===== config.mk =====
export PLATFORM = sky130hd
export DESIGN_NAME = _demux16_buf_flat
export DESIGN_NICKNAME = d
export VERILOG_FILES = /design/src/rtl/constants.sv /design/src/rtl/_demux16_buf_if.sv /design/src/rtl/_demux16_buf.sv /design/src/flat_wrapper.sv
export SDC_FILE = /design/constraint.sdc
export NUM_CORES = 1
export LEC_CHECK = 0
export BUFFER_PORTS_ARGS = -buffer_cell sky130_fd_sc_hd__buf_2
export CAP_MARGIN = 20
export CORE_MARGIN = 1.5
export CORE_UTILIZATION = 50
export CTS_BUF_LIST = sky130_fd_sc_hd__clkbuf_4
export DETAILED_ROUTE_END_ITERATION = 7
export HOLD_SLACK_MARGIN = 0.15
export PLACE_DENSITY = 0.79
export SETUP_SLACK_MARGIN = 0.1
export SLEW_MARGIN = 20
export SYNTH_ARGS = -nofsm -noshare
export SYNTH_HDL_FRONTEND = slang
export SYNTH_SLANG_ARGS = --single-unit

===== constraint.sdc =====
create_clock -name clk -period 4.58 [get_ports clk]
set_input_delay 0.458 -clock clk [delete_from_list [all_inputs] [get_ports clk]]
set_output_delay 0.458 -clock clk [all_outputs]
set_load 0.02 [all_outputs]

===== src/rtl/constants.sv =====
// rtl/constants.sv - shared design constants
package constants;
    localparam int WORD_LENGTH = 8;
endpackage


===== src/rtl/_demux16_buf_if.sv =====
// rtl/_demux16_buf_if.sv - producer/consumer bundle of the 16-slot demux buffer
interface _demux16_buf_if #(parameter int n = constants::WORD_LENGTH);
    logic [3:0]   sel;
    logic [n-1:0] in;
    logic         in_valid;
    logic         in_ready;
    logic [n-1:0] out00, out01, out02, out03, out04, out05, out06, out07;
    logic [n-1:0] out08, out09, out10, out11, out12, out13, out14, out15;
    logic [15:0]  out_valid;
    logic [15:0]  out_ready;
    logic [4:0]   occupancy;

    modport master (
        output sel, in, in_valid, out_ready,
        input  in_ready, out_valid, occupancy,
        input  out00, out01, out02, out03, out04, out05, out06, out07,
        input  out08, out09, out10, out11, out12, out13, out14, out15
    );

    modport slave (
        input  sel, in, in_valid, out_ready,
        output in_ready, out_valid, occupancy,
        output out00, out01, out02, out03, out04, out05, out06, out07,
        output out08, out09, out10, out11, out12, out13, out14, out15
    );
endinterface


===== src/rtl/_demux16_buf.sv =====
// rtl/_demux16_buf.sv - 1-to-16 demultiplexer with a one-entry buffer per slot
module _demux16_buf #(
    parameter int n = constants::WORD_LENGTH
) (
    input  logic          clk,
    input  logic          rst,
    _demux16_buf_if.slave bus
);
    logic [n-1:0] r_data [16];
    logic [15:0]  r_valid;
    logic [4:0]   r_occ;

    logic         w_ready;
    logic         w_acc;
    logic [15:0]  w_acc_vec;
    logic [15:0]  w_dlv;
    logic [4:0]   w_dlv_cnt;

    // A full slot still accepts when its consumer drains it on the same edge.
    assign w_ready   = !rst && (!r_valid[bus.sel] || bus.out_ready[bus.sel]);
    assign w_acc     = bus.in_valid && w_ready;
    assign w_acc_vec = w_acc ? (16'd1 << bus.sel) : 16'd0;
    assign w_dlv     = r_valid & bus.out_ready;

    always_comb begin
        w_dlv_cnt = 5'd0;
        for (int i = 0; i < 16; i++) begin
            w_dlv_cnt = w_dlv_cnt + {4'd0, w_dlv[i]};
        end
    end

    always_ff @(posedge clk) begin
        if (rst) begin
            for (int i = 0; i < 16; i++) begin
                r_data[i] <= '0;
            end
            r_valid <= 16'd0;
            r_occ   <= 5'd0;
        end else begin
            if (w_acc) begin
                r_data[bus.sel] <= bus.in;
            end
            r_valid <= (r_valid & ~w_dlv) | w_acc_vec;
            r_occ   <= r_occ + {4'd0, w_acc} - w_dlv_cnt;
        end
    end

    assign bus.in_ready  = w_ready;
    assign bus.out_valid = r_valid;
    assign bus.occupancy = r_occ;

    assign bus.out00 = r_data[0];
    assign bus.out01 = r_data[1];
    assign bus.out02 = r_data[2];
    assign bus.out03 = r_data[3];
    assign bus.out04 = r_data[4];
    assign bus.out05 = r_data[5];
    assign bus.out06 = r_data[6];
    assign bus.out07 = r_data[7];
    assign bus.out08 = r_data[8];
    assign bus.out09 = r_data[9];
    assign bus.out10 = r_data[10];
    assign bus.out11 = r_data[11];
    assign bus.out12 = r_data[12];
    assign bus.out13 = r_data[13];
    assign bus.out14 = r_data[14];
    assign bus.out15 = r_data[15];
endmodule


===== src/flat_wrapper.sv =====
// flat-port wrapper written by rule: the top's interface ports become plain ports
module _demux16_buf_flat 
#(
    parameter int n = constants::WORD_LENGTH
)
  (clk, rst, bus_sel, bus_in, bus_in_valid, bus_out_ready, bus_in_ready, bus_out_valid, bus_occupancy, bus_out00, bus_out01, bus_out02, bus_out03, bus_out04, bus_out05, bus_out06, bus_out07, bus_out08, bus_out09, bus_out10, bus_out11, bus_out12, bus_out13, bus_out14, bus_out15);
  _demux16_buf_if #(.n(n)) bus_i ();
  input  logic clk;
  input  logic rst;
  input wire logic [$bits(bus_i.sel)-1:0] bus_sel;
  input wire logic [$bits(bus_i.in)-1:0] bus_in;
  input wire logic [$bits(bus_i.in_valid)-1:0] bus_in_valid;
  input wire logic [$bits(bus_i.out_ready)-1:0] bus_out_ready;
  output wire logic [$bits(bus_i.in_ready)-1:0] bus_in_ready;
  output wire logic [$bits(bus_i.out_valid)-1:0] bus_out_valid;
  output wire logic [$bits(bus_i.occupancy)-1:0] bus_occupancy;
  output wire logic [$bits(bus_i.out00)-1:0] bus_out00;
  output wire logic [$bits(bus_i.out01)-1:0] bus_out01;
  output wire logic [$bits(bus_i.out02)-1:0] bus_out02;
  output wire logic [$bits(bus_i.out03)-1:0] bus_out03;
  output wire logic [$bits(bus_i.out04)-1:0] bus_out04;
  output wire logic [$bits(bus_i.out05)-1:0] bus_out05;
  output wire logic [$bits(bus_i.out06)-1:0] bus_out06;
  output wire logic [$bits(bus_i.out07)-1:0] bus_out07;
  output wire logic [$bits(bus_i.out08)-1:0] bus_out08;
  output wire logic [$bits(bus_i.out09)-1:0] bus_out09;
  output wire logic [$bits(bus_i.out10)-1:0] bus_out10;
  output wire logic [$bits(bus_i.out11)-1:0] bus_out11;
  output wire logic [$bits(bus_i.out12)-1:0] bus_out12;
  output wire logic [$bits(bus_i.out13)-1:0] bus_out13;
  output wire logic [$bits(bus_i.out14)-1:0] bus_out14;
  output wire logic [$bits(bus_i.out15)-1:0] bus_out15;
  assign bus_i.sel = bus_sel;
  assign bus_i.in = bus_in;
  assign bus_i.in_valid = bus_in_valid;
  assign bus_i.out_ready = bus_out_ready;
  assign bus_in_ready = bus_i.in_ready;
  assign bus_out_valid = bus_i.out_valid;
  assign bus_occupancy = bus_i.occupancy;
  assign bus_out00 = bus_i.out00;
  assign bus_out01 = bus_i.out01;
  assign bus_out02 = bus_i.out02;
  assign bus_out03 = bus_i.out03;
  assign bus_out04 = bus_i.out04;
  assign bus_out05 = bus_i.out05;
  assign bus_out06 = bus_i.out06;
  assign bus_out07 = bus_i.out07;
  assign bus_out08 = bus_i.out08;
  assign bus_out09 = bus_i.out09;
  assign bus_out10 = bus_i.out10;
  assign bus_out11 = bus_i.out11;
  assign bus_out12 = bus_i.out12;
  assign bus_out13 = bus_i.out13;
  assign bus_out14 = bus_i.out14;
  assign bus_out15 = bus_i.out15;
  _demux16_buf #(.n(n)) u_core (.clk(clk), .rst(rst), .bus(bus_i));
endmodule

# ---- Word level (Yosys, flattened, before mapping)
# Memory sizes are Yosys's and may differ from the RTL's.
# Index checks and enable logic that the tools add are counted.
dict set report totals {
  output_inout_bits 150
  memories 1
  wordCells 45
  in_bits 31
  mem_bits_rw 128
  ff_bits 21
}
dict set report classes {
  n_lt_le_gt_ge 1
  bitwise 4
  n_mux 13
  n_shift 1
  n_reduce_logical 6
  addsub 17
}
# memory depth word_bits rd rd_ports_with_merged_regs write_ports line_no
set mem_list {}
lappend mem_list {u_core.r_data 16 8 16 0 16 _demux16_buf.sv:9} ;# logic [n-1:0] r_data [16];
# cell n
set ops {}
lappend ops {{adder 5 x 1 -> 5 bit} 15}
lappend ops {{bitwise AND 16 bit} 2}
lappend ops {{two-way mux 16 bit} 1}
lappend ops {{NOT 16 bit} 1}
lappend ops {{OR 16 bit} 1}
lappend ops {{<< shifter 1 x 4 -> 16 bit, first input constant} 1}
lappend ops {{binary-select mux 1 bit (select 4 bit)} 2}
lappend ops {{two-way mux 1 bit} 8}
lappend ops {{two-way mux 8 bit} 1}
lappend ops {{OR reduction 8 bit} 1}
lappend ops {{< comparator 4 x 5 -> 1 bit, second input constant} 1}
lappend ops {{subtractor 5 bit} 1}
lappend ops {{two-way mux 4 bit} 1}
lappend ops {{adder 1 x 1 -> 2 bit} 1}
lappend ops {{logical AND 1 bit} 2}
lappend ops {{logical NOT 1 bit} 2}
lappend ops {{logical OR 1 bit} 1}

# ---- Longest topological paths before layout
dict set report logic_depth {
  ltp_word 17
  mapped_depth 21
  depth_no_buf 17
}

# ---- Worst setup path before layout
# OpenSTA, ideal clock, no wires.
dict set report synth_path {
  path_type {reg-to-reg}
  from {register u_core.r_valid[5], in the netlist u_core.bus.out_valid[5]}
  to {register u_core.r_occ[4], in the netlist u_core.bus.occupancy[4]}
  period_less_slack_ps 4467
  t_required_ps 4452
  stages_incl_launch_ff 16
  n_path_buf 0
  setup_ps 128
  slack_ps 113
  t_arrival_ps 4339
  path_cell_list {dfxtp_1 -> nand2_1 -> fa_1 -> inv_1 -> fa_1 -> fa_1 -> fa_1 -> fa_1 -> fa_1 -> inv_1 -> ha_1 -> inv_1 -> fa_1 -> xnor2_1 -> xnor2_1 -> nor2_1}
}
dict set report synth_between {
  elab_chain_len 13
  elab_cells_between_ends 20
  cone_classes {add/sub: 13; mux: 2; bitwise: 1; reduce/logical: 4}
}
# item line_no
set synth_rtl {}
lappend synth_rtl {{from (decl)} _demux16_buf.sv:10} ;# logic [15:0] r_valid;
lappend synth_rtl {{from (signal assigned)} _demux16_buf.sv:43} ;# r_valid <= (r_valid & ~w_dlv) | w_acc_vec;
lappend synth_rtl {{bitwise AND 16 bit} _demux16_buf.sv:23} ;# assign w_dlv = r_valid & bus.out_ready;
lappend synth_rtl {{adder 5 x 1 -> 5 bit (11 in a row)} _demux16_buf.sv:28} ;# w_dlv_cnt = w_dlv_cnt + {4'd0, w_dlv[i]};
lappend synth_rtl {{subtractor 5 bit *} _demux16_buf.sv:44} ;# r_occ <= r_occ + {4'd0, w_acc} - w_dlv_cnt;
lappend synth_rtl {{to (signal assigned)} _demux16_buf.sv:44}
lappend synth_rtl {{to (decl)} _demux16_buf.sv:11} ;# logic [4:0] r_occ;
# Every way passes the cells marked *; elsewhere a longest branch is shown, timed or not. The select of a mux whose other input is x is not followed.
# A chain may end at the register's enable or synchronous reset.

# ---- Final worst setup path
dict set report layout_path {
  from {register u_core.r_valid[7], in the netlist u_core.bus.out_valid[7]}
  to {register u_core.r_occ[4], in the netlist u_core.bus.occupancy[4]}
}
dict set report layout_between {
  elab_chain_len 11
  elab_cells_between_ends 18
  cone_classes {add/sub: 11; mux: 2; bitwise: 1; reduce/logical: 4}
}
# item line_no
set layout_rtl {}
lappend layout_rtl {{bitwise AND 16 bit} _demux16_buf.sv:23}
lappend layout_rtl {{adder 5 x 1 -> 5 bit (9 in a row)} _demux16_buf.sv:28}
lappend layout_rtl {{subtractor 5 bit *} _demux16_buf.sv:44}
# Marks and branches as above.

==> metrics <==
RSZ-0062 raised after global routing true; Rel. slew slack 0.3367; I/O pin count 181; Mapped Nets 552; GRT overflow 0; Placer Congestion 0.8646; Pins Over Slew Limit 0; Setup Skew 0.01472 ns; area share of and/or/nand/nor cells after synthesis 0.2159; CP Buf/Inv Count 3; slew at the pin with the worst max-slew slack ~1.0 ns; Layout area overhead 18.47%; Compound-Gate Fraction of Synth Area 0.04241; ys async rst share 0; CP delay by family, top adder cells; share of the synthesized area in the top cell type 0.5429; die area between 0.01 and 0.015 mm²; Die Wd around 120 µm; Max-Cap Viols 0; Switching Share 0.2792; global-route wire length before repair 27060 µm; layout cell share with drive strength beyond 1 0.3720; drt pass-1 iters 4; cell taking the most area after synthesis edfxtp_1; drt total wl 18190 µm; hpwl dp 12140 µm; clock transition at the registers of the reported paths 0.13 ns; standard-cell rows 43; crit-path cells nand2_1 > fa_1 > inv_1 > fa_2 > fa_1 > fa_2 > fa_2 > fa_1 > inv_1 > ha_1 > inv_1 > fa_2 > xnor2_2 > xnor2_1 > nor2_1; IR drop worst, VDD 0.1852 mV; worst stage delay on the critical path 0.57 ns; status completed; vias per cell 5.998; Core Box Area 0.01383 mm²; clk_lat worst skew ~0.56 ns; vias in the first global route between 4000 and 5000; Distinct cells, synth 27; Fill cells 1054; Worst path depth 15; Critical Path Source Type flop; combinational share of power 0.147; final worst path period share 0.9411; PwrDens 342.6 mW/mm²; largest family of logic cells by synthesized area simple AND/OR/NAND/NOR gates; root buf cell clkbuf_4; cells after synthesis between 400 and 500; Hold Crit Class in2reg; Cell Area, Synth 0.007081 mm²; placed inst area 0.008050 mm²; Seq pwr share 0.551; fmax between 200 and 250 MHz; Die Ht 122 µm; design area 0.008388 mm²; Slowest-stage cell, CP fa_1; DR iter-0 viols 572; clock network power share 0.302; DR WL/cell 21.55 µm; Most Frequent Cell on Critical Path fa_2; fin nets ~700; Mapped Avg Cell Area 14.36 µm²; port buffer count 180; Synth area leaders edfxtp_1 54%, and4_1 16%, dfxtp_1 5.9%, fa_1 4.0%, a31o_1 3.5%; DRC 0; largest net degree at the start of global routing 162; CP Capture Type flop; NetSw 802.3 µW; CTS max path bufs 2; leakage power 3.371 nW; Ant. Diodes 0; CTS buffer count 17; sequential fraction of the synthesis area 0.6022; Final Hold Vio Count 0; CTS tree yes; Synth Area in XOR/XNOR 0.003711; initial antenna violation count 0; Ys Warns 0; Crit Path Max Fanout 4; Vias 5062; number of synthesized flops with an enable pin 128; CP required 5.03 ns; final worst path period need 4.310 ns; mux cell area share after synthesis 0.02545; H-Tree Level Count 4; Internal approximately 2.1 mW; GRT Overall Usage 0.2471; prevailing post-synth register cell edfxtp_1; crit path DAT 4.76 ns; antenna-violating nets left 0; setup violators final 0; Seq cells post-synth 149; r2r worst-path depth 15; Final Total Pwr roughly 2.9 mW; post-CTS setup buffers 0; clock sink count 149; starting density of the core 0.5121; crit path kind reg2reg; Post-Synth Adder-Cell Area 0.06432; synth cell count leaders 128 x and4_1, 128 x edfxtp_1, 38 x clkbuf_1, 28 x a31o_1, 21 x dfxtp_1; Hold Path Depth 3
-- per-stage QoR --
step	TNS, ns	hold slack [ns]	setup slack (ns)	util	std cells
after CTS	0	0.1918	0.1059	0.6041	844
after floorplan	0	0.7026	0.1135	-	493
after global routing	0	0.2085	0.08196	0.6066	844
after global placement	-0.08109	0.6412	-0.08109	0.5822	812
after detailed placement	-0.2129	0.6419	-0.2129	0.5822	812
final	0	0.2491	0.2697	0.6066	844
-- timing repair --
item                       CTS  global route
hold buffers                 0             0
pin swaps                    4             7
gates resized for setup      2             6
setup endpoints to repair    1             1
hold endpoints to repair     0             0
-- power by group through the flow --
stage / clock network [mW] / registers, mW / logic [mW]
6_report: 0.867 / 1.58 / 0.423
5_1_grt: 0.935 / 1.59 / 0.457
4_1_cts: 0.881 / 1.59 / 0.422
3_5_place_dp: 0 / 1.62 / 0.419
3_3_place_gp: 0 / 1.61 / 0.407
2_1_floorplan: 0 / 1.72 / 0.149
-- cells in the final DEF, fill, tap and decap left out, types with 6 or more instances in the layout --
cell,instances
buf_2,180
and4_1,128
edfxtp_1,128
a31o_1,28
inv_1,19
clkbuf_4,19
dfxtp_1,18
nor3b_1,16
ha_1,14
nand2_1,12
nor2_1,12
fa_1,10
buf_4,10
and2_1,9
mux4_2,8
nor2b_1,6
-- flip-flops by register name, indices dropped and copies added, names as in the netlist --
name                  cells
u_core.bus.out_valid     16
u_core.bus.occupancy      5
u_core.r_data           128
-- cell type report --
class	instances	area, µm²	area share
clock buffers	19	142.6	0.01700
clock inverters	13	156.4	0.01865
well taps	180	225.2	0.02685
flip-flops and latches	149	4268	0.5088
repair buffers	192	998.5	0.1190
inverters	19	71.32	0.008502
multi-input cells	272	2526	0.3012
-- metal layers --
layer	wire length [µm]	GRT usage	share of wire
met1	7441	0.3186	0.41
met2	8810	0.3975	0.48
met3	1521	0.06273	0.084
met4	414	0.1059	0.023
met5	0	0	0
-- kinds of logic (layout without fill, tap and decap cells) --
group           count (synthesis)  after routing
xor+xnor                        3              3
mux                             8              8
buf+inv                        72            243
flops                         149            149
compound gates                 34             34
simple gates                  199            199
fa+ha+maj                      28             28
-- path summary, 6_finish.rpt --
kind,start,end,slack (ns)
worst max-delay path,u_core.bus.out_valid[7],u_core.bus.occupancy[4],0.27
worst min-delay path,bus_out_ready[9],u_core.bus.out_valid[9],0.25
worst max register to register,u_core.bus.out_valid[7],u_core.bus.occupancy[4],0.27
worst min register to register,u_core.bus.occupancy[4],u_core.bus.occupancy[4],0.67
-- worst register-to-register path: stages, from the launching register on --
cell	delay [ns]
dfxtp_2	0.38
nand2_1	0.09
fa_1	0.57
inv_1	0.06
fa_2	0.34
fa_1	0.55
fa_2	0.45
fa_2	0.35
fa_1	0.46
inv_1	0.08
ha_1	0.14
inv_1	0.05
fa_2	0.35
xnor2_2	0.15
xnor2_1	0.14
nor2_1	0.05
(Power assumes the default switching activity.)
